**src/rtl/imm_ext_pkg.sv**
```systemverilog
// Shared op codes and default widths for the immediate extender pipeline.
package imm_ext_pkg;

  localparam int unsigned DEF_DATA_W = 32;
  localparam int unsigned DEF_IMM_W  = 16;
  localparam int unsigned DEF_JIDX_W = 26;
  localparam int unsigned OP_W       = 3;
  localparam int unsigned DEF_OP_W   = OP_W;

  localparam logic [OP_W-1:0] OP_ZERO = 3'd0;
  localparam logic [OP_W-1:0] OP_SIGN = 3'd1;
  localparam logic [OP_W-1:0] OP_LUI  = 3'd2;
  localparam logic [OP_W-1:0] OP_SOFS = 3'd3;
  localparam logic [OP_W-1:0] OP_JUMP = 3'd4;
  localparam logic [OP_W-1:0] OP_BTGT = 3'd5;

endpackage

```
**src/rtl/imm_ext_core.sv**
```systemverilog
// Combinational op decode and arithmetic: extended immediate or branch/jump target.
// IMM_EXT_OVF_EN adds the ovf output (target wrap detection).
module imm_ext_core
  import imm_ext_pkg::*;
#(
  parameter int unsigned DATA_W = DEF_DATA_W,
  parameter int unsigned IMM_W  = DEF_IMM_W,
  parameter int unsigned JIDX_W = DEF_JIDX_W,
  parameter int unsigned OP_W   = DEF_OP_W
) (
  input  logic [OP_W-1:0]   op,
  input  logic [IMM_W-1:0]  imm,
  input  logic [JIDX_W-1:0] jidx,
  input  logic [DATA_W-1:0] pc,
  output logic [DATA_W-1:0] data,
`ifdef IMM_EXT_OVF_EN
  output logic              ovf,
`endif
  output logic              illegal
);

  logic [DATA_W-1:0] pc4;
  logic [DATA_W-1:0] sext;
  logic [DATA_W-1:0] sofs;

  always_comb begin
    pc4     = pc + DATA_W'(4);
    sext    = {{(DATA_W-IMM_W){imm[IMM_W-1]}}, imm};
    sofs    = sext << 2;
    data    = '0;
    illegal = 1'b0;
    case (op)
      OP_ZERO: data = {{(DATA_W-IMM_W){1'b0}}, imm};
      OP_SIGN: data = sext;
      OP_LUI:  data = {imm, {(DATA_W-IMM_W){1'b0}}};
      OP_SOFS: data = sofs;
      OP_JUMP: data = {pc4[DATA_W-1:JIDX_W+2], jidx, 2'b00};
      OP_BTGT: data = pc4 + sofs;
      default: illegal = 1'b1;
    endcase
  end

`ifdef IMM_EXT_OVF_EN
  // Three guard bits hold the unbounded signed target; any nonzero bit above DATA_W means wrap.
  localparam int unsigned WIDE_W = DATA_W + 3;
  logic [WIDE_W-1:0] wide_tgt;

  always_comb begin
    wide_tgt = {3'b000, pc} + WIDE_W'(4)
             + ({{(WIDE_W-IMM_W){imm[IMM_W-1]}}, imm} << 2);
    ovf = 1'b0;
    if (op == OP_BTGT) begin
      ovf = (wide_tgt >> DATA_W) != '0;
    end else if (op == OP_JUMP) begin
      ovf = &pc[DATA_W-1:2];
    end
  end
`endif

endmodule

```
**src/rtl/imm_ext_pipe.sv**
```systemverilog
// Registered immediate extender: one output register plus a one-entry skid buffer.
// IMM_EXT_OVF_EN carries the target-wrap flag through both entries; otherwise out_ovf is 0.
module imm_ext_pipe
  import imm_ext_pkg::*;
#(
  parameter int unsigned DATA_W = DEF_DATA_W,
  parameter int unsigned IMM_W  = DEF_IMM_W,
  parameter int unsigned JIDX_W = DEF_JIDX_W,
  parameter int unsigned OP_W   = DEF_OP_W
) (
  input  logic              clk,
  input  logic              reset,
  input  logic              flush,
  input  logic              in_valid,
  output logic              in_ready,
  input  logic [OP_W-1:0]   in_op,
  input  logic [IMM_W-1:0]  in_imm,
  input  logic [JIDX_W-1:0] in_jidx,
  input  logic [DATA_W-1:0] in_pc,
  output logic              out_valid,
  input  logic              out_ready,
  output logic [DATA_W-1:0] out_data,
  output logic              out_illegal,
  output logic              out_ovf
);

  // Payload is {[ovf,] illegal, data}, so flag storage follows the feature build.
`ifdef IMM_EXT_OVF_EN
  localparam int unsigned PAY_W = DATA_W + 2;
`else
  localparam int unsigned PAY_W = DATA_W + 1;
`endif

  logic [DATA_W-1:0] core_data;
  logic              core_illegal;
  logic [PAY_W-1:0]  core_pay;

`ifdef IMM_EXT_OVF_EN
  logic core_ovf;
`endif

  imm_ext_core #(
    .DATA_W (DATA_W),
    .IMM_W  (IMM_W),
    .JIDX_W (JIDX_W),
    .OP_W   (OP_W)
  ) u_core (
    .op      (in_op),
    .imm     (in_imm),
    .jidx    (in_jidx),
    .pc      (in_pc),
    .data    (core_data),
`ifdef IMM_EXT_OVF_EN
    .ovf     (core_ovf),
`endif
    .illegal (core_illegal)
  );

`ifdef IMM_EXT_OVF_EN
  assign core_pay = {core_ovf, core_illegal, core_data};
`else
  assign core_pay = {core_illegal, core_data};
`endif

  logic             out_valid_q, out_valid_d;
  logic [PAY_W-1:0] out_pay_q, out_pay_d;
  logic             skid_valid_q, skid_valid_d;
  logic [PAY_W-1:0] skid_pay_q, skid_pay_d;
  logic             accept;
  logic             load_out;

  always_comb begin
    accept       = in_valid && !skid_valid_q && !flush;
    load_out     = !out_valid_q || out_ready;
    out_valid_d  = out_valid_q;
    out_pay_d    = out_pay_q;
    skid_valid_d = skid_valid_q;
    skid_pay_d   = skid_pay_q;
    if (flush) begin
      out_valid_d  = 1'b0;
      skid_valid_d = 1'b0;
    end else if (load_out) begin
      // A full skid blocks input, so only one source can feed the output per edge.
      if (skid_valid_q) begin
        out_valid_d  = 1'b1;
        out_pay_d    = skid_pay_q;
        skid_valid_d = 1'b0;
      end else begin
        out_valid_d = accept;
        if (accept) begin
          out_pay_d = core_pay;
        end
      end
    end else if (accept) begin
      skid_valid_d = 1'b1;
      skid_pay_d   = core_pay;
    end
  end

  always_ff @(posedge clk or posedge reset) begin
    if (reset) begin
      out_valid_q  <= 1'b0;
      out_pay_q    <= '0;
      skid_valid_q <= 1'b0;
      skid_pay_q   <= '0;
    end else begin
      out_valid_q  <= out_valid_d;
      out_pay_q    <= out_pay_d;
      skid_valid_q <= skid_valid_d;
      skid_pay_q   <= skid_pay_d;
    end
  end

  assign in_ready    = !skid_valid_q;
  assign out_valid   = out_valid_q;
  assign out_data    = out_pay_q[DATA_W-1:0];
  assign out_illegal = out_pay_q[DATA_W];
`ifdef IMM_EXT_OVF_EN
  assign out_ovf     = out_pay_q[DATA_W+1];
`else
  assign out_ovf     = 1'b0;
`endif

endmodule

```
**config.mk**
```make
export PLATFORM = sky130hd
export DESIGN_NAME = imm_ext_pipe
export DESIGN_NICKNAME = d
export VERILOG_FILES = /design/src/rtl/imm_ext_pkg.sv /design/src/rtl/imm_ext_core.sv /design/src/rtl/imm_ext_pipe.sv
export SDC_FILE = /design/constraint.sdc
export NUM_CORES = 1
export LEC_CHECK = 0
export CORE_ASPECT_RATIO = 1.4
export CORE_MARGIN = 3
export CORE_UTILIZATION = 48
export CTS_CLUSTER_DIAMETER = 80
export DETAILED_ROUTE_END_ITERATION = 8
export DONT_BUFFER_PORTS = 1
export PLACE_DENSITY = 0.74
export SLEW_MARGIN = 15
export SYNTH_ARGS = -nofsm -noshare
export SYNTH_HDL_FRONTEND = slang
export SYNTH_HIERARCHICAL = 1
export SYNTH_SLANG_ARGS = --single-unit
```
**constraint.sdc**
```tcl
create_clock -name clk -period 2.15 [get_ports clk]
set_clock_uncertainty 0.15 [all_clocks]
set_input_delay 0.43 -clock clk [delete_from_list [all_inputs] [get_ports clk]]
set_output_delay 0.43 -clock clk [all_outputs]
set_load 0.01 [all_outputs]
```
==> results_dict.tcl, run 1 <==
set metrics [dict create \
    drv_cap 0 \
    synth_edf_count 0 \
    violations "setup timing" \
    synth-xor-area-share_pct 7.341 \
    p_sw_share_pct 31.89 \
    routedWlPerCell_um 24.53 \
    crit_fanout 6 \
    final_cell_mix "buf_4 (127), mux2_4 (75), dfrtp_1 (68), buf_6 (36), nand2_1 (30)" \
    place_hpwl_um 15370 \
    rsz0062_at_grt "yes" \
    fin_util_pct 73.42 \
    slowest_delay_ns 0.50 \
    io_buffers 0 \
    endpoint_kind "flip-flop" \
    finalHoldViolCount 0 \
    p_clk_share_pct 28.1 \
    area_growth_syn_to_layout_pct 49.29 \
    synth_ff_type "dfrtp_1" \
    path_class "input pin to flip-flop" \
    slew_headroom_pct 61.39 \
    seq_power_share_pct 32.0 \
    path_buf_inv 1 \
    p_per_area_nw_per_um2 624.7 \
    p_int_mw 3.865 \
    status "complete, but fails checks" \
    drive_gt1_share_pct 56.87 \
    cp.required_ns 2.21 \
    antenna_found_initial 0 \
    worstMarginPinSlew_ns 0.5791 \
    routed_wl_um 22620 \
    fin_crit_sh_pct 186.3 \
    peakVddDrop_mv 0.5188 \
    yosysWarnings 6 \
    htreeDepth 3 \
    die_w_um 101.2 \
    viasPerCell 6.456 \
    synth_compound_area_share_pct 18.08 \
    tritoncts "done" \
    max_freq_mhz 249.7 \
    core_area_um2 12370 \
    synthSimpleGateAreaFrac_pct 14.27 \
    cpMostUsedCell "mux2_2" \
    synth-seq-cells 68 \
    hold_class "input pin to flip-flop" \
    dieArea_um2 14080 \
    power_frac_comb_pct 39.9 \
    p_total_mw 5.675 \
    first_iter_violations 489 \
    dr.pass1.iters 5 \
    drc_errors 0 \
    clk_pin_slew_ns 0.05 \
    synth_async_sr_flop_share_pct 100.0 \
    grt_max_degree 40 \
    crit_family "simple AND/OR/NAND/NOR gates" \
    p_switching_mw 1.810 \
    overflow 0 \
    synthesis.nets 739 \
    worstPathArrival_ns 4.07 \
    setup_viol 54 \
    period_needed_ns 4.005 \
    final_common_cell "buf_4" \
    syn-instance-count 621 \
    synthesis.area_um2 6085 \
    cts_buffers 9 \
    synth_top_family_by_area "multiplexers" \
    track_usage_pct 29.24 \
    io_pins 118 \
    slew_violations 0 \
    setup_ws_ns -1.855 \
    nets 885 \
    grt_pass1_wl_um 32230 \
    timing.critical_path.cells "nand4_1, nor4_4, buf_4, and2_4, nand3_2, xnor2_1, ha_1, a21o_1, a31o_1, or4b_1, o211a_1, o221ai_2, a21oi_2, nor3_1, nand2_1, mux2_2, mux2_2" \
    p_leak_nw 4.012 \
    clkLatencyLatePin_ns 0.33 \
    critPathSlowestCell "or4b_1" \
    synth_fa_ha_area_share_pct 7.526 \
    startpoint_type "input pin" \
    synth-seq-area-share_pct 27.97 \
    ys_types 65 \
    holdWs_ns 0.01520 \
    gp_congestion 0.9159 \
    synth.avg_cell_area_um2 9.798 \
    dieHeight_um 139.2 \
    final_antenna_net_count 0 \
    synth_mux_area_share_pct 20.87 \
    ctsRootBufferMaster "clkbuf_16" \
    rows 48 \
    clock-sinks 68 \
    cts_buffer_depth 2 \
    diodes 0 \
    vias 5952 \
    grt_pass1_vias 6191 \
    initial_core_util_pct 49.18 \
]
[layout make-up]
class / instances / area, um^2
multi-input cells: 503 / 5359
inverters: 17 / 67.56
fillers: 800 / 3288
flip-flops and latches: 68 / 1702
well taps: 150 / 187.7
clock buffers: 12 / 246.5
repair buffers: 168 / 1449
clock inverters: 4 / 72.57
[Yosys cell counts, types with 8 or more instances]
library cell	n	area (um^2)
mux2_2	69	777.0
dfrtp_1	68	1702
nand2_1	43	161.4
a21oi_1	41	205.2
ha_1	35	437.9
xnor2_1	34	297.8
mux2_4	30	450.4
nor2_1	25	93.84
clkbuf_1	22	82.58
nor2b_1	22	137.6
o221ai_1	21	183.9
nand3_1	18	90.09
inv_1	17	63.81
xor2_1	17	148.9
a22oi_1	15	112.6
a21o_1	12	90.09
o21ai_0	12	60.06
nand4_1	11	68.82
a31oi_1	10	62.56
and3_1	8	50.05
[layer usage]
metal  up-vias  track usage (%)  wire, um
met1      2905            33.51      8053
met5         -                0         0
met4         0            17.44      1698
li1       2596                -         -
met2       330            49.83     11270
met3       121            5.015      1596
[metrics by stage]
step	area (um^2)	setup TNS, ns	setup WS [ns]	std cells
final	9084	-67.17	-1.855	922
after global routing	9084	-71.98	-1.986	922
after CTS	8347	-61.20	-1.788	905
after detailed placement	7173	-82.26	-2.304	855
after global placement	7173	-77.82	-2.270	855
after floorplan	6236	-54.00	-1.892	621
[path summary, 6_finish.rpt]
check	startpoint	endpoint	slack (ns)	depth (start not counted)
worst max-delay path	in_pc[6]	out_pay_q[31]$_DFFE_PP0P_	-1.86	17
worst min-delay path	flush	out_valid$_DFFE_PP0N_	0.02	1
worst max register to register	skid_valid_q$_DFFE_PP0P_	out_pay_q[1]$_DFFE_PP0P_	0.25	3
worst min register to register	skid_pay_q[32]$_DFFE_PP0P_	skid_pay_q[32]$_DFFE_PP0P_	0.36	1
max in group asynchronous	reset	out_pay_q[1]$_DFFE_PP0P_	0.82	3
min in group asynchronous	reset	skid_pay_q[10]$_DFFE_PP0P_	0.48	2
[sequential cells by signal (all words and copies together) (netlist names)]
name	cells
skid_valid_q	1
skid_pay_q	33
out_valid	1
out_pay_q	33
[power by group through the flow]
stage / Sequential (mW) / Clock, mW / Combinational [mW]
finish: 1.81 / 1.59 / 2.27
global route: 1.85 / 1.67 / 2.38
CTS: 1.80 / 1.61 / 1.92
detailed placement: 1.81 / 0 / 1.60
global placement: 1.80 / 0 / 1.55
floorplan: 1.74 / 0 / 1.13
[logic make-up (layout without fill, tap and decap cells)]
kind of cell               count (synthesis)  count (layout)
AOI/OAI and AO/OA                        152             152
xor gates and xnor gates                  51              51
muxes                                    103             103
buffers and inverters                     50             201
other                                      1               1
DFF                                       68              68
adders and majority gates                 36              36
and+or+nand+nor                          160             160
[timing repair]
item | 4_1_cts | 5_1_grt
resized for setup | 116 | 120
pin swaps | 59 | 80
setup buffers | 36 | 27
endpoints found under the hold margin | 23 | 0
endpoints found under the setup margin | 55 | 55
hold buffers | 1 | 0
Note: power is estimated with default switching activity, not from simulation.
==> run 2, diff against run 1 <==
Settings changed: CORE_ASPECT_RATIO 1.4 to unset.
==> run 2 against run 1 <==
The flow still finishes with violations (setup timing). Wire length up 7.6%. Largest cell class unchanged. Register-to-register slack about the same. Via count up 3.9%. Cell count up 3.5%. Sequential power about the same. Hold slack worse by 0.00063 ns. Critical path depth down 2. Worst setup slack better by 0.061 ns. Global-route usage up 0.76 points. Highest routed layer unchanged. Critical path type unchanged.
==> results_dict.tcl, run 2 (synthesis results as in run 1) <==
set metrics [dict create \
    setup_viol 55 \
    grt_pass1_wl_um 33620 \
    multi_input_area_um2 5577 \
    rsz0062_at_grt "yes" \
    grt_pass1_vias 6107 \
    final.setup.tns_ns -67.36 \
    cp.required_ns 2.21 \
    max_freq_mhz 253.6 \
    hold_class "input pin to flip-flop" \
    die_w_um 118.6 \
    clock-sinks 68 \
    final_antenna_net_count 0 \
    top_regs "out_pay_q (33), skid_pay_q (33)" \
    p_per_area_nw_per_um2 607.8 \
    tritoncts "done" \
    slowest_delay_ns 0.51 \
    stdcell_count 954 \
    timing.critical_path.cells "nand4_1, nor4_4, and2_4, and3_1, xor2_1, ha_1, a21oi_2, nand2_1, or4b_1, o211a_1, nor2_1, xor2_1, o221ai_1, mux2_4, mux2_4" \
    slew_headroom_pct 48.47 \
    startpoint_type "input pin" \
    timing.rr.start "skid_valid_q$_DFFE_PP0P_" \
    vias 6186 \
    final_common_cell "buf_4" \
    period_needed_ns 3.944 \
    drc_errors 0 \
    clkLatencyLatePin_ns 0.33 \
    worstMarginPinSlew_ns 0.7713 \
    cts_buffers 9 \
    rr_worst_depth 3 \
    place_hpwl_um 15180 \
    crit_fanout 6 \
    fin_util_pct 77.37 \
    critPathSlowestCell "or4b_1" \
    n_fill_cell 701 \
    p_total_mw 5.742 \
    routedWlPerCell_um 25.51 \
    violations "setup timing" \
    dieArea_um2 14060 \
    rr_endpoint "out_pay_q[15]$_DFFE_PP0P_" \
    core_area_um2 12210 \
    rows 40 \
    p_leak_nw 4.120 \
    fin_crit_sh_pct 183.4 \
    initial_core_util_pct 49.83 \
    clk_pin_slew_ns 0.05 \
    setup_ws_ns -1.794 \
    drv_cap 0 \
    grt_max_degree 44 \
    htreeDepth 3 \
    antenna_found_initial 1 \
    status "complete, but fails checks" \
    rrSetupSlack_ns 0.25 \
    hold_path_end "out_valid$_DFFE_PP0N_" \
    path_class "input pin to flip-flop" \
    placed_cells 882 \
    finalHoldViolCount 0 \
    viasPerCell 6.484 \
    final_cell_mix "buf_4 (136), mux2_4 (78), dfrtp_1 (68), buf_6 (41), nand2_1 (29)" \
    io_pins 118 \
    slew_violations 0 \
    dr.pass1.iters 5 \
    routed_wl_um 24340 \
    regArea_um2 1702 \
    area_growth_syn_to_layout_pct 55.27 \
    endpoint_kind "flip-flop" \
    io_buffers 0 \
    drive_gt1_share_pct 58.60 \
    overflow 0 \
    pre_cts_slack_ns -2.130 \
    nets 900 \
    dieHeight_um 118.6 \
    worst_hold_startpoint "flush" \
    track_usage_pct 30.00 \
    gp_congestion 1.023 \
    cts_buffer_depth 2 \
    hold_path_depth 1 \
    ctsRootBufferMaster "clkbuf_16" \
    first_iter_violations 551 \
    peakVddDrop_mv 0.5116 \
    worstPathArrival_ns 4.00 \
]
run 2: timing repair:
item	4_1_cts	5_1_grt
gates resized for setup	181	85
hold buffers	1	0
endpoints found under the setup margin	54	55
buffers inserted	48	30
hold endpoints to repair	25	0
pin swaps	95	67
run 2: metrics by stage:
stage | hold WS, ns | instance area, um^2
floorplan | 0.3250 | 6236
global placement | 0.2320 | 7276
detailed placement | 0.2578 | 7276
CTS | 0.005585 | 8768
global route | 0.004547 | 9448
finish | 0.01458 | 9448
run 2: critical path, delay by kind of cell:
kind	cells	cell delay [ns]
adder cells (fa/ha/maj)	1	0.30
AO/OA/AOI/OAI	3	0.59
AND/OR/NAND/NOR	7	1.80
multiplexers	2	0.55
XOR/XNOR	2	0.31
run 2: final cells by class:
cell class / instances / share of cell area (%)
tap: 168 / 2.225
clock buffer: 12 / 2.715
antenna: 1 / 0.02649
sequential: 68 / 18.01
multi-input combinational: 503 / 59.03
clock inverter: 2 / 0.3708
inverter: 17 / 0.7681
timing repair buffer: 183 / 16.86
run 2: worst max-delay path by stage:
| stage | from | endpoint | slack (ns) | cells after the start |
|---|---|---|---|---|
| final | in_pc[9] | out_pay_q[27]$_DFFE_PP0P_ | -1.79 | 15 |
| after global routing | in_pc[9] | out_pay_q[31]$_DFFE_PP0P_ | -2.04 | 16 |
| after CTS | in_pc[12] | out_pay_q[27]$_DFFE_PP0P_ | -1.71 | 15 |
| after detailed placement | in_pc[12] | out_pay_q[29]$_DFFE_PP0P_ | -2.13 | 18 |
| after global placement | in_pc[12] | out_pay_q[27]$_DFFE_PP0P_ | -2.03 | 15 |
| after floorplan | in_pc[12] | out_pay_q[27]$_DFFE_PP0P_ | -1.89 | 16 |
run 2: layer usage:
metal | global-route usage, % | wire (um)
met2 | 50.83 | 11710
met3 | 7.895 | 2457
met1 | 36.53 | 8908
met4 | 11.15 | 1268
met5 | 0 | 0
run 2: where the power goes:
| part | internal [mW] | switching, mW | total [mW] |
|---|---|---|---|
| Sequential | 1.56 | 0.259 | 1.81 |
| Combinational | 1.39 | 1.09 | 2.48 |
| Clock | 0.945 | 0.503 | 1.45 |
| Total | 3.89 | 1.86 | 5.74 |
==> run 3, diff against run 2 <==
Settings changed: CORE_ASPECT_RATIO set to 0.7, SETUP_SLACK_MARGIN set to 0.02.
==> run 3 against run 2 <==
The run still ends with setup timing left. Wire length fell by 6.9%. First-iteration DRC count increased by 18%. Fmax is 0.43% lower. Cell count decreased by 2.5%. Global-route usage is 0.25 points lower. Combinational power down 8.5%. Non-clock buffer count down 15. Die area is 0.15% higher. Cell area decreased by 3.9%. Critical path depth up 2. Clock-buffer cell count shrank 1. Largest cell class unchanged. Highest routed layer unchanged.
==> results_dict.tcl, run 3 (synthesis results as in run 1) <==
set metrics [dict create \
    placed_cells 870 \
    dieHeight_um 100.2 \
    gp_congestion 0.9495 \
    worstPathArrival_ns 4.03 \
    slew_violations 0 \
    p_leak_nw 4.002 \
    nets 885 \
    setup_ws_ns -1.810 \
    rrSetupSlack_ns 0.28 \
    final_antenna_net_count 0 \
    startpoint_type "input pin" \
    peakVddDrop_mv 0.5870 \
    final_area_um2 9077 \
    drc_errors 0 \
    core_area_um2 12060 \
    timing.critical_path.cells "nand4_1, nor4_4, buf_4, and3_4, nand3_4, xnor2_2, ha_1, a21o_1, a31o_1, or4b_1, o211a_1, o221ai_2, a21oi_2, nor3_2, nand2_2, mux2_4, mux2_4" \
    initial_core_util_pct 50.47 \
    area_growth_syn_to_layout_pct 49.19 \
    first_iter_violations 651 \
    slowest_delay_ns 0.50 \
    p_switching_mw 1.815 \
    vias 5973 \
    violations "setup timing" \
    rows 33 \
    cpMostUsedCell "mux2_4" \
    finalHoldViolCount 0 \
    endpoint_kind "flip-flop" \
    routed_wl_um 22650 \
    p_int_mw 3.622 \
    pre_cts_slack_ns -2.183 \
    drive_gt1_share_pct 56.61 \
    final_cell_mix "buf_4 (131), mux2_4 (73), dfrtp_1 (68), buf_6 (32), nand2_1 (29)" \
    routedWlPerCell_um 24.36 \
    grt_pass1_vias 5918 \
    final_common_cell "buf_4" \
    crit_fanout 5 \
    top_regs "out_pay_q (33), skid_pay_q (33)" \
    power_frac_comb_pct 41.7 \
    critPathSlowestCell "or4b_1" \
    cp.required_ns 2.22 \
    hold_class "input pin to flip-flop" \
    place_hpwl_um 15710 \
    clkLatencyLatePin_ns 0.34 \
    cts_buffer_depth 2 \
    stdcell_count 930 \
    die_w_um 140.6 \
    grt_max_degree 69 \
    viasPerCell 6.423 \
    ctsRootBufferMaster "clkbuf_16" \
    io_buffers 0 \
    drv_cap 0 \
    p_per_area_nw_per_um2 599.0 \
    path_class "input pin to flip-flop" \
    setup_viol 54 \
    fin_crit_sh_pct 184.2 \
    clk_pin_slew_ns 0.05 \
    rsz0062_at_grt "yes" \
    track_usage_pct 29.75 \
    clock-sinks 68 \
    placed_cell_area_um2 7229 \
    max_freq_mhz 252.5 \
    io_pins 118 \
    seq_power_share_pct 33.2 \
    cts_buffers 9 \
    status "complete, but fails checks" \
    period_needed_ns 3.960 \
    p_clk_share_pct 25.1 \
    overflow 0 \
    p_total_mw 5.437 \
    dr.pass1.iters 6 \
    tritoncts "done" \
    p_sw_share_pct 33.38 \
    fin_util_pct 75.29 \
    grt_pass1_wl_um 33140 \
    dieArea_um2 14090 \
    htreeDepth 3 \
    antenna_found_initial 0 \
]
## run 3: changes by cell type in the layout (fill, tap and decap cells not counted), sizes merged
cell	delta
dlygate4sd3	+1
clkbuf	-1
clkinv	+3
buf	-16
clkinvlp	+1
bufinv	-1
## run 3: worst paths after layout
check	from	endpoint	cells after the start
worst max-delay path	in_pc[12]	out_pay_q[31]$_DFFE_PP0P_	17
worst min-delay path	flush	skid_valid_q$_DFFE_PP0P_	1
worst max register to register	skid_valid_q$_DFFE_PP0P_	out_pay_q[13]$_DFFE_PP0P_	3
worst min register to register	skid_pay_q[32]$_DFFE_PP0P_	skid_pay_q[32]$_DFFE_PP0P_	1
max in group asynchronous	reset	out_pay_q[3]$_DFFE_PP0P_	3
min in group asynchronous	reset	out_pay_q[10]$_DFFE_PP0P_	3
## run 3: through the flow
| step | hold WS (ns) | setup TNS [ns] |
|---|---|---|
| floorplan | 0.3250 | -54.00 |
| global placement | 0.2647 | -75.62 |
| detailed placement | 0.2733 | -77.66 |
| CTS | 0.01462 | -54.69 |
| global route | 0.02359 | -63.30 |
| finish | 0.01431 | -57.30 |
## run 3: routing by layer
metal / share of wire, % / global-route usage [%]
met2: 45 / 46.99
met4: 3.1 / 7.595
met3: 10 / 11.05
met5: 0 / 0
met1: 41 / 38.85
## run 3: power groups by stage
stage | sequential [mW] | clock (mW) | combinational, mW
CTS | 1.80 | 1.37 | 1.96
global route | 1.83 | 1.44 | 2.38
detailed placement | 1.81 | 0 | 1.61
finish | 1.81 | 1.37 | 2.27
global placement | 1.79 | 0 | 1.57
floorplan | 1.74 | 0 | 1.13
## run 3: repair_timing
item	CTS	global route
hold buffers	2	0
endpoints found under the hold margin	69	0
gates resized for setup	126	111
buffers inserted	34	23
setup endpoints to repair	55	56
pin swaps	77	75
## run 3: cell type report
type	instances	area, um^2
Fill cell	771	2979
Clock inverter	5	27.53
Multi-Input combinational cell	503	5408
Antenna cell	1	2.502
Clock buffer	11	242.7
Tap cell	157	196.4
Sequential cell	68	1702
Timing Repair Buffer	168	1424
Inverter	17	75.07
## run 3: critical path, delay by kind of cell
family | cells | cell delay (ns)
compound gates | 5 | 0.92
xor+xnor | 1 | 0.14
fa+ha+maj | 1 | 0.29
buf+inv | 1 | 0.19
mux | 2 | 0.53
simple gates | 7 | 1.53
